<file path="config.mk">
export PLATFORM = sky130hd
export DESIGN_NAME = cmp_stream
export DESIGN_NICKNAME = d
export VERILOG_FILES = /design/src/rtl/cmp_stream.sv
export SDC_FILE = /design/constraint.sdc
export NUM_CORES = 1
export LEC_CHECK = 0
export CAP_MARGIN = 10
export CORE_MARGIN = 1.5
export CORE_UTILIZATION = 49
export DETAILED_ROUTE_END_ITERATION = 8
export GPL_TIMING_DRIVEN = 0
export PLACE_DENSITY = 0.9
export SLEW_MARGIN = 20
export SYNTH_ARGS = -nofsm -noshare
export SYNTH_HDL_FRONTEND = slang
export SYNTH_SLANG_ARGS = --single-unit
</file>
<file path="constraint.sdc">
create_clock -name clk -period 3.2 [get_ports clk]
set_input_delay 0.32 -clock clk [delete_from_list [all_inputs] [get_ports clk]]
set_output_delay 0.32 -clock clk [all_outputs]
set_load 0.01 [all_outputs]
</file>
<file path="src/rtl/cmp_stream.sv">
// cmp_stream: registered a/b comparator with running max/min and saturating less-than count
module cmp_stream #(
  parameter int WIDTH = 4,
  parameter int CNT_W = 8
) (
  input  logic             clk,
  input  logic             reset,
  input  logic             clr,
  input  logic             in_valid,
  input  logic [WIDTH-1:0] a,
  input  logic [WIDTH-1:0] b,
  input  logic             sgn,
  output logic             out_valid,
  output logic             ans_u,
  output logic             ans_s,
  output logic             eq,
  output logic [WIDTH-1:0] max_a,
  output logic [WIDTH-1:0] min_a,
  output logic [CNT_W-1:0] lt_cnt,
  output logic             cnt_sat,
  output logic             empty
);
  logic             mode;
  logic             first;
  logic             cur_mode;
  logic             lt_u;
  logic             lt_s;
  logic             lt_m;
  logic             new_max;
  logic             new_min;
  logic [CNT_W-1:0] cnt_base;
  logic [CNT_W-1:0] cnt_nxt;

  function automatic logic lt(input logic [WIDTH-1:0] x, input logic [WIDTH-1:0] y, input logic s);
    return s ? ($signed({x[WIDTH-1], x}) < $signed({y[WIDTH-1], y})) : ({1'b0, x} < {1'b0, y});
  endfunction

  // a clr alongside a sample makes that sample the first of a new stream
  always_comb begin
    first    = empty | clr;
    cur_mode = first ? sgn : mode;
    lt_u     = lt(a, b, 1'b0);
    lt_s     = lt(a, b, 1'b1);
    lt_m     = cur_mode ? lt_s : lt_u;
    new_max  = first | lt(max_a, a, cur_mode);
    new_min  = first | lt(a, min_a, cur_mode);
    cnt_base = first ? '0 : lt_cnt;
    cnt_nxt  = cnt_base + CNT_W'(lt_m & ~&cnt_base);
  end

  // comparison results and stream statistics, all registered
  always_ff @(posedge clk) begin
    if (reset) begin
      out_valid <= 1'b0;
      ans_u     <= 1'b0;
      ans_s     <= 1'b0;
      eq        <= 1'b0;
      max_a     <= '0;
      min_a     <= '0;
      lt_cnt    <= '0;
      cnt_sat   <= 1'b0;
      empty     <= 1'b1;
      mode      <= 1'b0;
    end else begin
      out_valid <= in_valid;
      if (in_valid) begin
        ans_u   <= lt_u;
        ans_s   <= lt_s;
        eq      <= a == b;
        mode    <= cur_mode;
        max_a   <= new_max ? a : max_a;
        min_a   <= new_min ? a : min_a;
        lt_cnt  <= cnt_nxt;
        cnt_sat <= &cnt_nxt;
        empty   <= 1'b0;
      end else if (clr) begin
        max_a   <= '0;
        min_a   <= '0;
        lt_cnt  <= '0;
        cnt_sat <= 1'b0;
        empty   <= 1'b1;
        mode    <= 1'b0;
      end
    end
  end
endmodule

</file>
Word-level counts from Yosys, hierarchy flattened --
Index checks and enable logic that the tools add are counted.
Operators by class: add/sub/neg operators 1, order comparisons 6, equality and inequality tests 3, muxes and demuxes 17, bitwise logic cells 4, reduce and logical (&&, ||, !) cells 6
Operator list (count):
- less-than comparator 4 bit | 6
- 2-to-1 mux 8 bit | 3
- 2-to-1 mux 4 bit | 5
- AND reduction 8 bit | 2
- 2-to-1 mux 1 bit | 9
- adder 8 x 1 -> 8 bit | 1
- == test 4 bit | 1
- != test 2 x 1 -> 1 bit, second input constant | 2
- AND reduction 2 bit | 2
- OR 1 bit | 3
- nonzero test 2 bit | 1
- AND 1 bit | 1
- logical NOT 1 bit | 1
Storage, ports and cells: flip-flop bits (word level) 23, output and inout port bits 22

Depth between registers and ports, before layout --
Gate-level depths: netlist (run 1).
depth after elaboration 8, depth in mapped cells 13, gate-level depth less buffers 13

Worst setup path after synthesis (run 1) --
Ideal clock, no wire load.
path type reg2reg, start point register empty, end point register cnt_sat, library setup time 0.069 ns, data arrival time 2.249 ns, data required time 3.131 ns, slack 0.882 ns, stages on the path, launching flop included 14, buffers on the path 1, cell sequence dfxtp_1 buf_2 o21a_1 a21oi_1 nor2b_1 a311oi_1 nor2_1 ha_1 ha_1 nand2_1 o31a_1 o22ai_1 nand3_1 o21ai_1
Between the ends: word-level cells in the longest chain between the ends 8, elaborated cells between the ends (all ways) 10, classes of those cells add/sub: 1; mux: 4; bitwise: 2; reduce/logical: 3
Ends and longest elaborated chain:
- from (decl) | line 21 | output logic empty
- from (signal assigned) | line 62 | empty <= 1'b1;
- from (signal assigned) | line 75 | empty <= 1'b0;
- from (signal assigned) | line 81 | empty <= 1'b1;
- OR 1 bit (*) | line 40 | first = empty | clr;
- 2-to-1 mux 8 bit | line 47 | cnt_base = first ? '0 : lt_cnt;
- AND reduction 8 bit | line 48 | cnt_nxt = cnt_base + CNT_W'(lt_m & ~&cnt_base);
- logical NOT 1 bit | line 48
- AND 1 bit | line 48
- adder 8 x 1 -> 8 bit (*) | line 48
- AND reduction 8 bit (*) | line 74 | cnt_sat <= &cnt_nxt;
- 2-to-1 mux 1 bit (*) | line 66 | if (in_valid) begin
- to (signal assigned) | line 74
- to (decl) | line 20 | output logic cnt_sat,
Mark *: on every way between the ends. The rest lies on a longest branch, timed or not. A chain may end at the register's enable or synchronous reset.

Worst setup path in the final report (run 1) --
start point input port a[1], end point register cnt_sat
Between the ends: word-level cells in the longest chain between the ends 6, elaborated cells between the ends (all ways) 7, classes of those cells add/sub: 1; order compare: 2; mux: 2; bitwise: 1; reduce/logical: 1
Ends and longest elaborated chain:
- from (decl) | line 10 | input logic [WIDTH-1:0] a,
- less-than comparator 4 bit (on tied branches)
- 2-to-1 mux 1 bit (*) | line 44 | lt_m = cur_mode ? lt_s : lt_u;
- AND 1 bit (*) | line 48
- adder 8 x 1 -> 8 bit (*) | line 48
- AND reduction 8 bit (*) | line 74
- 2-to-1 mux 1 bit (*) | line 66
Marked as above.

==> impl_metrics.env, run 1 <==
export IMPL_cpMostUsedCell="ha_1"
export IMPL_p_total_w=0.000584
export IMPL_finalSetupViolations=0
export IMPL_required_ns=3.47
export IMPL_cp_max_fo=7
export IMPL_die_h_um=57.2
export IMPL_synthArstFlopShare_pct=0
export IMPL_io_pins=35
export IMPL_grt_ovfl_total=0
export IMPL_grtUsageTotal_pct=22.5
export IMPL_antenna_found_initial=0
export IMPL_postLayoutSetupSlackWorst_ns=0.304
export IMPL_ys_seq_area_share_pct=31.9
export IMPL_setup_tns_ns=0
export IMPL_gp_congestion=0.842
export IMPL_synthCells=186
export IMPL_cts_hold_buf=0
export IMPL_post_cts_repair_setup_buffers=0
export IMPL_initialDrtViolationCount=54
export IMPL_slowest_stage="clkdlybuf4s50_1"
export IMPL_clockBufferDepth=2
export IMPL_syn_avg_cell_area_um2=7.75
export IMPL_cp_start_kind="input port"
export IMPL_clk_pin_slew_ns=0.14
export IMPL_hpwl_um=2570
export IMPL_power_density_nw_per_um2=316
export IMPL_num_vias=1486
export IMPL_pwr_share_clk_pct=24.9
export IMPL_largest_register_ffs=8
export IMPL_post_place_ws_ns=0.0138
export IMPL_drive_above_1_share_pct=5.36
export IMPL_tightestPinTransition_ns=0.538
export IMPL_grt_pass1_wl_um=5910
export IMPL_hold_viol_final=0
export IMPL_top_regs="lt_cnt x8, max_a x4, min_a x4"
export IMPL_skew_ns=0.00199
export IMPL_hold_path_class="flop to flop"
export IMPL_drc_errors=0
export IMPL_syn2layout_area_growth_pct=28.2
export IMPL_ant_nets=0
export IMPL_syn_num_nets=211
export IMPL_die_area_um2=3280
export IMPL_slew_viol_final=0
export IMPL_routed_wl_um=3550
export IMPL_fillers=232
export IMPL_cts_resized=0
export IMPL_leakage_nw=0.715
export IMPL_crit_chain="clkdlybuf4s50_1 -> ha_1 -> nor2b_1 -> o21ai_1 -> a311oi_1 -> nor2_1 -> ha_1 -> ha_1 -> nand2_1 -> o31a_1 -> o22ai_1 -> nand3_1 -> o21ai_1"
export IMPL_nets=250
export IMPL_yosysUniqueCellTypes=42
export IMPL_grt_pass1_vias=1372
export IMPL_max_freq_mhz=345
export IMPL_clock_sinks=23
export IMPL_p_seq_share_pct=52.2
export IMPL_die_x_um=57.2
export IMPL_grt_max_degree=14
export IMPL_via_per_inst=5.83
export IMPL_slew_headroom_pct=64.2
export IMPL_cts_tree="yes"
export IMPL_syn_area_um2=1440
export IMPL_synth_edf_count=0
export IMPL_cpPeakStageDelay_ns=0.50
export IMPL_layout_min_cycle_time_ns=2.90
export IMPL_num_rows=19
export IMPL_p_int_w=0.000409
export IMPL_p_comb_share_pct=22.9
export IMPL_arrival_ns=3.17
export IMPL_max_cap_viol_count=0
export IMPL_top_register="lt_cnt"
export IMPL_wl_per_cell_um=13.9
export IMPL_antenna_cells=0
export IMPL_first_pass_iters=4
export IMPL_synth_flop_cell="dfxtp_1"
export IMPL_finalCritPeriodShare_pct=90.5
export IMPL_switching_share_pct=30.0
export IMPL_cts_root_buf="clkbuf_4"
export IMPL_synth_seq_cells=23
export IMPL_io_buffer_count=34
export IMPL_status="completed"
export IMPL_start_util_pct=51.8
export IMPL_clk_latency_ns=0.32
export IMPL_fin_util_pct=66.4
export IMPL_core_um2=2780
export IMPL_endpoint_kind="flop"
export IMPL_critPathKind="input port to flop"
export IMPL_rsz0062_at_grt="no"
export IMPL_vdd_drop_max_mv=0.247
export IMPL_p_switching_w=0.000175
export IMPL_cts_buffers=3
export IMPL_htree_levels=1
export IMPL_yosys_warnings=0
## worst paths after layout
| check | from | end | slack, ns | cells past startpoint |
|---|---|---|---|---|
| min reg2reg | ans_u | ans_u | 0.47 | 2 |
| max reg2reg | empty | cnt_sat | 0.44 | 13 |
| max | a[1] | cnt_sat | 0.30 | 13 |
| min | ans_u | ans_u | 0.47 | 2 |
## routing by layer
metal | vias to the layer above | global-route usage, % | routed length, um
met5 | - | 0 | 0
met4 | 0 | 10.3 | 49
met3 | 5 | 2.72 | 215
met2 | 55 | 36.1 | 1630
met1 | 686 | 30.4 | 1650
li1 | 740 | - | -
## synth_stat cells (3+ instances only)
| cell | n | area share, % |
|---|---|---|
| nor2_1 | 15 | 3.9 |
| dfxtp_1 | 23 | 32 |
| nand2b_1 | 3 | 1.3 |
| nand2_1 | 20 | 5.2 |
| a211o_1 | 3 | 1.8 |
| inv_1 | 14 | 3.6 |
| nor4_1 | 4 | 1.7 |
| a21oi_1 | 19 | 6.6 |
| nor3_1 | 3 | 1.0 |
| o21ai_1 | 9 | 3.1 |
| o21ai_0 | 11 | 3.8 |
| clkbuf_1 | 3 | 0.78 |
| nor2b_1 | 4 | 1.7 |
| ha_1 | 12 | 10 |
| nand3_1 | 5 | 1.7 |
| buf_2 | 3 | 1.0 |
| nor3b_1 | 4 | 2.1 |
## power groups by stage
stage	sequential (W)	clock, W	combinational, W
after floorplan	0.000315	0	0.0000703
after global placement	0.000311	0	0.000128
after detailed placement	0.000311	0	0.000132
after CTS	0.000305	0.000143	0.000133
after global routing	0.000306	0.000156	0.000148
final	0.000305	0.000145	0.000134
## critical path, delay by kind of cell
| family | cells | cell delay, ns |
|---|---|---|
| compound gates | 5 | 0.92 |
| fa+ha+maj | 3 | 0.92 |
| buf+inv | 1 | 0.50 |
| simple gates | 4 | 0.50 |
## cell type report
cell class,count,area [um^2],area share [%]
clock buffers,3,22.5,1.22
flip-flops and latches,23,460,24.9
clock inverters,1,5.00,0.271
inverters,15,56.3,3.05
plain buffers,6,26.3,1.42
repair buffers,34,340,18.4
well taps,31,38.8,2.10
multi-input cells,142,898,48.6
## cell families (layout without fill, tap and decap cells)
| family | after synthesis | in the layout | synth area share, % |
|---|---|---|---|
| xor+xnor | 3 | 3 | 1.82 |
| compound gates | 57 | 57 | 23.6 |
| buf+inv | 21 | 59 | 5.73 |
| flops | 23 | 23 | 31.9 |
| simple gates | 70 | 70 | 26.5 |
| fa+ha+maj | 12 | 12 | 10.4 |
## layout by cell type (no fill, tap or decap), drive strengths merged, types with 2 or more instances in the layout
cell type	n
a31oi	2
nor3b	4
nor2	17
a211o	3
nand3b	2
clkdlybuf4s50	34
a21oi	19
clkbuf	6
nor3	4
o21ai	20
ha	12
dfxtp	23
nand3	6
inv	15
and2	2
nand2b	3
o211a	2
o22ai	2
buf	3
nand2	20
xor2	2
nor4	4
nor2b	4
## metrics by stage
stage | hold slack, ns | instance area, um^2 | std cells
floorplan | 0.397 | 1440 | 186
detailed placement | 0.445 | 1820 | 251
CTS | 0.473 | 1850 | 255
global route | 0.484 | 1850 | 255
global placement | 0.451 | 1820 | 251
finish | 0.472 | 1850 | 255
Power figures use the tool's default switching activity.
==> run 2: changes to the inputs <==
--- a/config.mk
+++ b/config.mk
@@ -6,10 +6,12 @@
 export NUM_CORES = 1
 export LEC_CHECK = 0
 export CAP_MARGIN = 10
-export CORE_MARGIN = 1.5
+export CORE_MARGIN = 2
 export CORE_UTILIZATION = 49
 export DETAILED_ROUTE_END_ITERATION = 8
+export GPL_ROUTABILITY_DRIVEN = 0
 export GPL_TIMING_DRIVEN = 0
+export HOLD_SLACK_MARGIN = 0.15
 export PLACE_DENSITY = 0.9
 export SLEW_MARGIN = 20
 export SYNTH_ARGS = -nofsm -noshare
==> run 2 against run 1 <==
Largest cell class unchanged; via count up 1.7%; combinational power about the same; sequential power about the same; critical path depth unchanged; critical endpoint unchanged; final cell count unchanged; largest power group unchanged; register-to-register slack better by 0.14 ns; worst hold slack worse by 0.00089 ns.
==> impl_metrics.env, run 2 (synthesis results as in run 1) <==
export IMPL_htree_levels=1
export IMPL_ant_nets=0
export IMPL_clk_latency_ns=0.32
export IMPL_final_common_cell="clkdlybuf4s50_1"
export IMPL_wl_per_cell_um=13.6
export IMPL_clk_pin_slew_ns=0.14
export IMPL_core_um2=2780
export IMPL_crit_family="adder cells"
export IMPL_finalInstanceArea_um2=1850
export IMPL_cp_max_fo=7
export IMPL_crit_buf_inv=1
export IMPL_first_pass_iters=4
export IMPL_cts_tree="yes"
export IMPL_start_util_pct=51.8
export IMPL_largest_register_ffs=8
export IMPL_antenna_found_initial=0
export IMPL_cts_hold_buf=0
export IMPL_top_register="lt_cnt"
export IMPL_fillers=220
export IMPL_layout_min_cycle_time_ns=2.80
export IMPL_clock_sinks=23
export IMPL_grtUsageTotal_pct=22.0
export IMPL_place_area_um2=1820
export IMPL_io_pins=35
export IMPL_grt_ovfl_total=0
export IMPL_post_cts_repair_setup_buffers=0
export IMPL_drive_above_1_share_pct=5.36
export IMPL_crit_chain="clkdlybuf4s50_1 -> ha_1 -> nor2b_1 -> o21ai_1 -> a311oi_1 -> nor2_1 -> ha_1 -> ha_1 -> nand2_1 -> o31a_1 -> o22ai_1 -> nand3_1 -> o21ai_1"
export IMPL_finalCritPeriodShare_pct=87.6
export IMPL_cpPeakStageDelay_ns=0.52
export IMPL_die_x_um=58.2
export IMPL_max_cap_viol_count=0
export IMPL_slowest_stage="clkdlybuf4s50_1"
export IMPL_leakage_nw=0.715
export IMPL_via_per_inst=5.93
export IMPL_grt_max_degree=14
export IMPL_hold_viol_final=0
export IMPL_cts_root_buf="clkbuf_4"
export IMPL_cpMostUsedCell="ha_1"
export IMPL_critPathKind="input port to flop"
export IMPL_die_h_um=58.2
export IMPL_clockBufferDepth=2
export IMPL_nets=250
export IMPL_top_regs="lt_cnt x8, max_a x4, min_a x4"
export IMPL_slew_headroom_pct=64.0
export IMPL_die_area_um2=3390
export IMPL_rsz0062_at_grt="no"
export IMPL_syn2layout_area_growth_pct=28.2
export IMPL_required_ns=3.47
export IMPL_hold_path_class="flop to flop"
export IMPL_grt_pass1_vias=1403
export IMPL_num_vias=1512
export IMPL_routed_wl_um=3470
export IMPL_vdd_drop_max_mv=0.294
export IMPL_num_rows=19
export IMPL_endpoint_kind="flop"
export IMPL_drc_errors=0
export IMPL_arrival_ns=3.07
export IMPL_tightestPinTransition_ns=0.540
export IMPL_setup_tns_ns=0
export IMPL_finalSetupViolations=0
export IMPL_skew_ns=0.0120
export IMPL_antenna_cells=0
export IMPL_io_buffer_count=34
export IMPL_power_density_nw_per_um2=315
export IMPL_cts_buffers=3
export IMPL_cp_start_kind="input port"
export IMPL_slew_viol_final=0
export IMPL_final_cell_mix="clkdlybuf4s50_1, dfxtp_1, nand2_1"
export IMPL_max_freq_mhz=357
export IMPL_cts_resized=0
export IMPL_initialDrtViolationCount=42
export IMPL_grt_pass1_wl_um=5880
export IMPL_status="completed"
export IMPL_hpwl_um=2580
run 2: per-layer routing:
layer	GRT usage, %	vias to the layer above	share of wire (%)	wire length, um
li1	-	740	-	-
met1	27.8	704	45	1580
met2	36.4	62	47	1620
met3	3.57	6	6.5	224
met4	10.6	0	1.5	51
met5	0	-	0	0
run 2: worst reg2reg max path, stage by stage, from the launching register on:
cell and delay [ns]:
dfxtp_1 0.33, buf_2 0.20, o21a_1 0.23, a21oi_1 0.16, nor2b_1 0.15, a311oi_1 0.06
nor2_1 0.13, ha_1 0.24, ha_1 0.30, nand2_1 0.13, o31a_1 0.25, o22ai_1 0.15
nand3_1 0.09, o21ai_1 0.13
run 2: power by group:
part / leakage [nW] / total [W] / internal [W] / switching, W
logic: 0.509 / 0.000134 / 0.0000643 / 0.0000696
clock network: 0.0177 / 0.000142 / 0.0000468 / 0.0000956
registers: 0.188 / 0.000305 / 0.000297 / 0.00000749
run 2: final timing paths:
kind / startpoint / end / slack, ns / cells past startpoint
setup / recovery: a[1] / cnt_sat / 0.40 / 13
hold / removal: ans_u / ans_u / 0.47 / 2
setup reg to reg: empty / cnt_sat / 0.58 / 13
hold reg to reg: ans_u / ans_u / 0.47 / 2
run 2: area by class of cell:
| type | instances | area [um^2] | share of cell area, % |
|---|---|---|---|
| plain buffers | 6 | 26.3 | 1.42 |
| clock buffers | 3 | 22.5 | 1.22 |
| clock inverters | 1 | 5.00 | 0.271 |
| inverters | 15 | 56.3 | 3.05 |
| multi-input cells | 142 | 898 | 48.6 |
| flip-flops and latches | 23 | 460 | 24.9 |
| well taps | 31 | 38.8 | 2.10 |
| repair buffers | 34 | 340 | 18.4 |
run 2: stage by stage:
step | total power (W) | worst slack (ns) | util [%] | hold slack (ns) | std cells
final | 0.000581 | 0.398 | 66.4 | 0.471 | 255
after global routing | 0.000608 | 0.170 | 66.4 | 0.482 | 255
after CTS | 0.000583 | 0.404 | 66.4 | 0.473 | 255
after detailed placement | 0.000444 | 0.0645 | 65.5 | 0.445 | 251
after global placement | 0.000439 | 0.119 | 65.5 | 0.450 | 251
after floorplan | 0.000385 | 0.882 | - | 0.397 | 186
